## config.mk

```make
export PLATFORM = sky130hd
export DESIGN_NAME = ifetch
export DESIGN_NICKNAME = d
export VERILOG_FILES = /design/src/rtl/ifetch.sv
export SDC_FILE = /design/constraint.sdc
export NUM_CORES = 1
export LEC_CHECK = 0
export CAP_MARGIN = 15
export CELL_PAD_IN_SITES_DETAIL_PLACEMENT = 0
export CELL_PAD_IN_SITES_GLOBAL_PLACEMENT = 1
export CORE_ASPECT_RATIO = 0.7
export CORE_MARGIN = 4
export CORE_UTILIZATION = 34
export DETAILED_ROUTE_END_ITERATION = 8
export GPL_TIMING_DRIVEN = 0
export PLACE_DENSITY_LB_ADDON = 0.08
export SETUP_SLACK_MARGIN = 0.1
export SYNTH_ARGS = -nofsm -noshare
export SYNTH_HDL_FRONTEND = slang
export SYNTH_SLANG_ARGS = --single-unit
export TNS_END_PERCENT = 50
```

## constraint.sdc

```tcl
create_clock -name clk -period 2.1 [get_ports clk]
set_clock_uncertainty 0.1 [all_clocks]
set_input_delay 0.42 -clock clk [delete_from_list [all_inputs] [get_ports clk]]
set_output_delay 0.42 -clock clk [all_outputs]
set_load 0.01 [all_outputs]
```

## src/rtl/ifetch.sv

```systemverilog
// 6502 instruction fetch stage: reads opcode and 0-2 operand bytes at PC and
// presents one assembled instruction to execute over a valid/ready handshake.
module ifetch #(
  parameter logic [15:0] RESET_PC = 16'h8000
) (
  input  logic        clk,
  input  logic        n_reset,
  output logic        mem_req,
  output logic [15:0] mem_addr,
  input  logic [7:0]  mem_rdata,
  input  logic        mem_ack,
  output logic [7:0]  dec_ins,
  input  logic [1:0]  dec_bytes,
  output logic        ins_valid,
  input  logic        ins_ready,
  output logic [7:0]  ins_opcode,
  output logic [15:0] ins_operand,
  output logic [1:0]  ins_len,
  output logic [15:0] ins_pc,
  input  logic        jump_en,
  input  logic [15:0] jump_addr
);

  localparam logic [2:0] START    = 3'd0;
  localparam logic [2:0] FETCH_OP = 3'd1;
  localparam logic [2:0] DECODE   = 3'd2;
  localparam logic [2:0] FETCH_LO = 3'd3;
  localparam logic [2:0] FETCH_HI = 3'd4;
  localparam logic [2:0] HOLD     = 3'd5;

  logic [2:0]  state_q, state_d;
  logic [15:0] pc_q, pc_d;
  logic [15:0] addr_q, addr_d;
  logic [7:0]  opcode_q, opcode_d;
  logic [15:0] operand_q, operand_d;
  logic [1:0]  len_q, len_d;
  logic [15:0] ipc_q, ipc_d;
  logic        fetching;
  logic        ack;
  logic [1:0]  dec_len;

  always_comb begin
    fetching  = (state_q == FETCH_OP) || (state_q == FETCH_LO) || (state_q == FETCH_HI);
    ack       = fetching && mem_ack;
    dec_len   = (dec_bytes == 2'd0) ? 2'd1 : dec_bytes;
    state_d   = state_q;
    pc_d      = pc_q;
    addr_d    = fetching ? pc_q : addr_q;
    opcode_d  = opcode_q;
    operand_d = operand_q;
    len_d     = len_q;
    ipc_d     = ipc_q;

    // Redirect wins over everything; a same-cycle ack is simply not consumed.
    if (jump_en) begin
      pc_d    = jump_addr;
      state_d = FETCH_OP;
    end else begin
      case (state_q)
        START: state_d = FETCH_OP;
        FETCH_OP: if (ack) begin
          opcode_d  = mem_rdata;
          ipc_d     = pc_q;
          operand_d = '0;
          pc_d      = pc_q + 16'd1;
          state_d   = DECODE;
        end
        DECODE: begin
          len_d   = dec_len;
          state_d = (dec_len == 2'd1) ? HOLD : FETCH_LO;
        end
        FETCH_LO: if (ack) begin
          operand_d[7:0] = mem_rdata;
          pc_d           = pc_q + 16'd1;
          state_d        = (len_q == 2'd2) ? HOLD : FETCH_HI;
        end
        FETCH_HI: if (ack) begin
          operand_d[15:8] = mem_rdata;
          pc_d            = pc_q + 16'd1;
          state_d         = HOLD;
        end
        HOLD: if (ins_ready) state_d = FETCH_OP;
        default: state_d = START;
      endcase
    end
  end

  always_ff @(posedge clk or negedge n_reset) begin
    if (!n_reset) begin
      state_q   <= START;
      pc_q      <= RESET_PC;
      addr_q    <= '0;
      opcode_q  <= '0;
      operand_q <= '0;
      len_q     <= '0;
      ipc_q     <= '0;
    end else begin
      state_q   <= state_d;
      pc_q      <= pc_d;
      addr_q    <= addr_d;
      opcode_q  <= opcode_d;
      operand_q <= operand_d;
      len_q     <= len_d;
      ipc_q     <= ipc_d;
    end
  end

  // Outside the fetch states the address bus keeps the last address presented.
  assign mem_req     = fetching;
  assign mem_addr    = fetching ? pc_q : addr_q;
  assign dec_ins     = opcode_q;
  assign ins_valid   = (state_q == HOLD);
  assign ins_opcode  = opcode_q;
  assign ins_operand = operand_q;
  assign ins_len     = len_q;
  assign ins_pc      = ipc_q;

endmodule

```

==> results of run 1 <==
## state kept, by name, summed over array words and instances (netlist names)
signal	cells
addr_q	16
dec_ins	8
ins_pc	16
state_q	3
ins_operand	16
pc_q	16
ins_len	2
## where the power goes
| group | leakage [uW] | switching, uW | internal, uW |
|---|---|---|---|
| clock | 0.000125 | 572 | 781 |
| sequential | 0.000943 | 195 | 1760 |
| combinational | 0.00132 | 632 | 1040 |
## kinds of logic (layout without fill, tap and decap cells)
kind of cell               after synthesis  in the layout  share of synthesized area
DFF                                     77             77                     0.5409
muxes                                   46             46                     0.1443
AOI/OAI and AO/OA                       54             54                     0.1257
buffers and inverters                   32            174                    0.04774
adders and majority gates                1              1                   0.003509
and+or+nand+nor                         75             75                     0.1109
xor gates and xnor gates                11             11                    0.02703
## per-stage QoR
stage | instance area, um2 | TNS (ns) | setup slack [ns]
final | 5575 | -5.547 | -0.3399
after global routing | 5575 | -6.804 | -0.4074
after CTS | 5275 | -6.648 | -0.4486
after detailed placement | 4773 | -33.76 | -0.7111
after global placement | 4748 | -205.94 | -2.279
after floorplan | 3617 | 0 | 0.008149
## Yosys cell counts (all sizes together) (3+ instances only)
cell and number:
a22o 8, nor2 11, buf 17, o21ai 22, xnor2 9, mux2i 3
mux2 43, inv 8, nand2 36, nand3 9, nand4 4, a211oi 3
a21oi 8, a2111oi 5, dfrtp 76, clkbuf 7
## worst max-delay path, cell delays in order, from the launching register on
cell     delay, ns
dfrtp_1       0.37
buf_6         0.11
or3b_4        0.42
nand2_8       0.11
buf_12        0.13
mux2_4        0.31
buf_6         0.12
## how the worst min path moves through the flow
stage | startpoint | to | slack, ns | cells past startpoint
2_1_floorplan | n_reset | addr_q[0]$_DFF_PN0_ | 0.02 | 0
5_1_grt | addr_q[0]$_DFF_PN0_ | addr_q[0]$_DFF_PN0_ | 0.41 | 1
6_report | ins_operand[4]$_DFFE_PN0P_ | ins_operand[4]$_DFFE_PN0P_ | 0.39 | 2
3_3_place_gp | ins_operand[4]$_DFFE_PN0P_ | ins_operand[4]$_DFFE_PN0P_ | 0.37 | 2
4_1_cts | ins_operand[4]$_DFFE_PN0P_ | ins_operand[4]$_DFFE_PN0P_ | 0.39 | 2
3_5_place_dp | n_reset | ins_pc[15]$_DFFE_PN0P_ | 0.24 | 1
## per-layer routing
layer / vias to the layer above / GRT usage / share of wire
met2: 70 / 0.2304 / 0.41
met4: 0 / 0.04110 / 0.011
met1: 1353 / 0.2395 / 0.50
met5: - / 0 / 0
met3: 11 / 0.06307 / 0.070
li1: 1315 / - / -
## repair_timing
item	CTS	global route
pin swaps	6	30
endpoints found under the setup margin	63	60
buffers inserted	14	16
hold buffers	1	0
cloned	1	1
hold endpoints to repair	21	0
gates resized for setup	111	52
## cell type report
type,count,area [um2]
buffer,24,212.7
clock buffer,11,232.7
clock inverter,3,15.01
fill,840,4372
inverter,8,30.03
multi-input combinational,187,1685
sequential,77,1928
tap,128,160.2
timing repair buffer,128,1311
==> summary.md, run 1 <==
| Metric | Value |
|---|---|
| Slew margin rel. | 0.5863 |
| Distinct cell type count after synthesis | 44 |
| R2R Setup Slk | -0.09 ns |
| Worst EP required | roughly 1.6 ns |
| Synth Flop Type | dfrtp_1 |
| Vias per cell | a little under 5 |
| Syn_nets | roughly 330 |
| Top-area cell type share of the netlist area | 0.5335 |
| Placer congestion estimate | about 0.75 |
| Worst-case reg-to-reg path depth | 9 |
| CP Launch Point | state_q[1]$_DFFE_PN0P_ |
| Number of instances in the placed design | approximately 520 |
| Critical Path Sink | mem_addr[8] |
| DRC | 0 |
| Setup repair after global routing missed its margin | yes |
| Site Rows | 30 |
| Final Power | 4978 uW |
| Cell Pwr Density | a little under 900 mW/mm2 |
| Pin count of the biggest net entering global routing | 57 |
| RR Startpoint | state_q[0]$_DFFE_PN0P_ |
| Core Region | 0.009947 mm2 |
| Vias after detailed routing | 2749 |
| Root buf cell | clkbuf_16 |
| Mapped Area | around 0.0036 mm2 |
| VDD IR max | roughly 0.42 mV |
| Top Ports | 99 |
| Ys Warns | 0 |
| Hold Vio Cnt, Final | 0 |
| Final worst setup slack | -0.3399 ns |
| Final setup vio count | 19 |
| CP Launch Type | flop |
| DR WL/cell | between 15 and 20 um |
| Inserted Clock Buffers | 9 |
| Tightest Pin Transition | slightly above 0.6 ns |
| Fin util | 0.5605 |
| Hold crit path type | flop to flop |
| Initial antenna violation count | 0 |
| Syn_area_per_cell | around 12 um2 |
| Die span in x | 130.4 um |
| CTS H-tree lvls | 3 |
| Crit share post-route | 1.162 |
| Clock Latency Late Sink | approximately 0.33 ns |
| Sequential area share after synthesis | 0.5409 |
| Initial core utilization | 0.3584 |
| Outcome | complete, but fails checks |
| Final Hold Slack | 0.3859 ns |
| DP HPWL | 6.668 mm |
| Number of max-cap violations | 0 |
| Lkg Pwr | 0.002387 uW |
| Die H | between 90 and 100 um |
| Post-synth EDFFs | 0 |
| Vias in the first global route | roughly 2900 |
| Final period demand of the worst path | 2.440 ns |
| Share of cells above drive strength 1 | 0.3402 |
| DIE AREA | ~0.012 mm2 |
| Total iterations of the first detailed-routing run | 4 |
| CTS tree | built |
| Post-synthesis cell count | about 300 |
| Crit Path Category | flop to output pin |
| Share of flip-flops with an asynchronous set or reset | 1.000 |
| Clock buffer depth | 2 |
| Reg2reg end | pc_q[13]$_DFFE_PN0P_ |
| Ant. Diodes | 0 |
| Most frequent cells in the layout | 77 x clkdlybuf4s50_1, 76 x dfrtp_1, 34 x nand2_1, 28 x buf_6, 28 x buf_4 |
| First-pass GRT wire length | ~16 mm |
| Clock transition at path regs | roughly 0.060 ns |
| Final net count | approximately 470 |
| Max-slew violations | 0 |
| Total track usage | 0.1651 |
| Max Fclk | between 400 and 500 MHz |
| DRT Wirelength | between 9 and 10 mm |
| Crit Path Max Fanout | 5 |
| Post-DRT Antenna Nets | 0 |
| CTS Sinks | between 70 and 80 |
| Total gr overflow | 0 |
| Most common cell after layout, fill and taps aside | clkdlybuf4s50_1 |
| Leading area contributor after synthesis | dfrtp_1 |
| Failing checks | negative setup slack |
| Initial DRC Count | ~170 |
| Synth-to-layout area growth | 56.41% |
| IO buf count | 97 |
| Fin cells | 566 |
| Synthesized flop and latch total | 77 |
| CP Data Arrival Time | between 1.5 and 2 ns |
| Top cells by area, synth | dfrtp_1 53%, mux2_2 14%, a2111oi_4 3.9% |
| CP endpoint kind | output pin |
Note: power is estimated with default switching activity, not from simulation.
==> run 2, diff against run 1 <==
- CTS_CLUSTER_DIAMETER: not set -> 30
==> results of run 2 <==
Same layout as run 1: the final DEF is identical, and so are final timing and power.
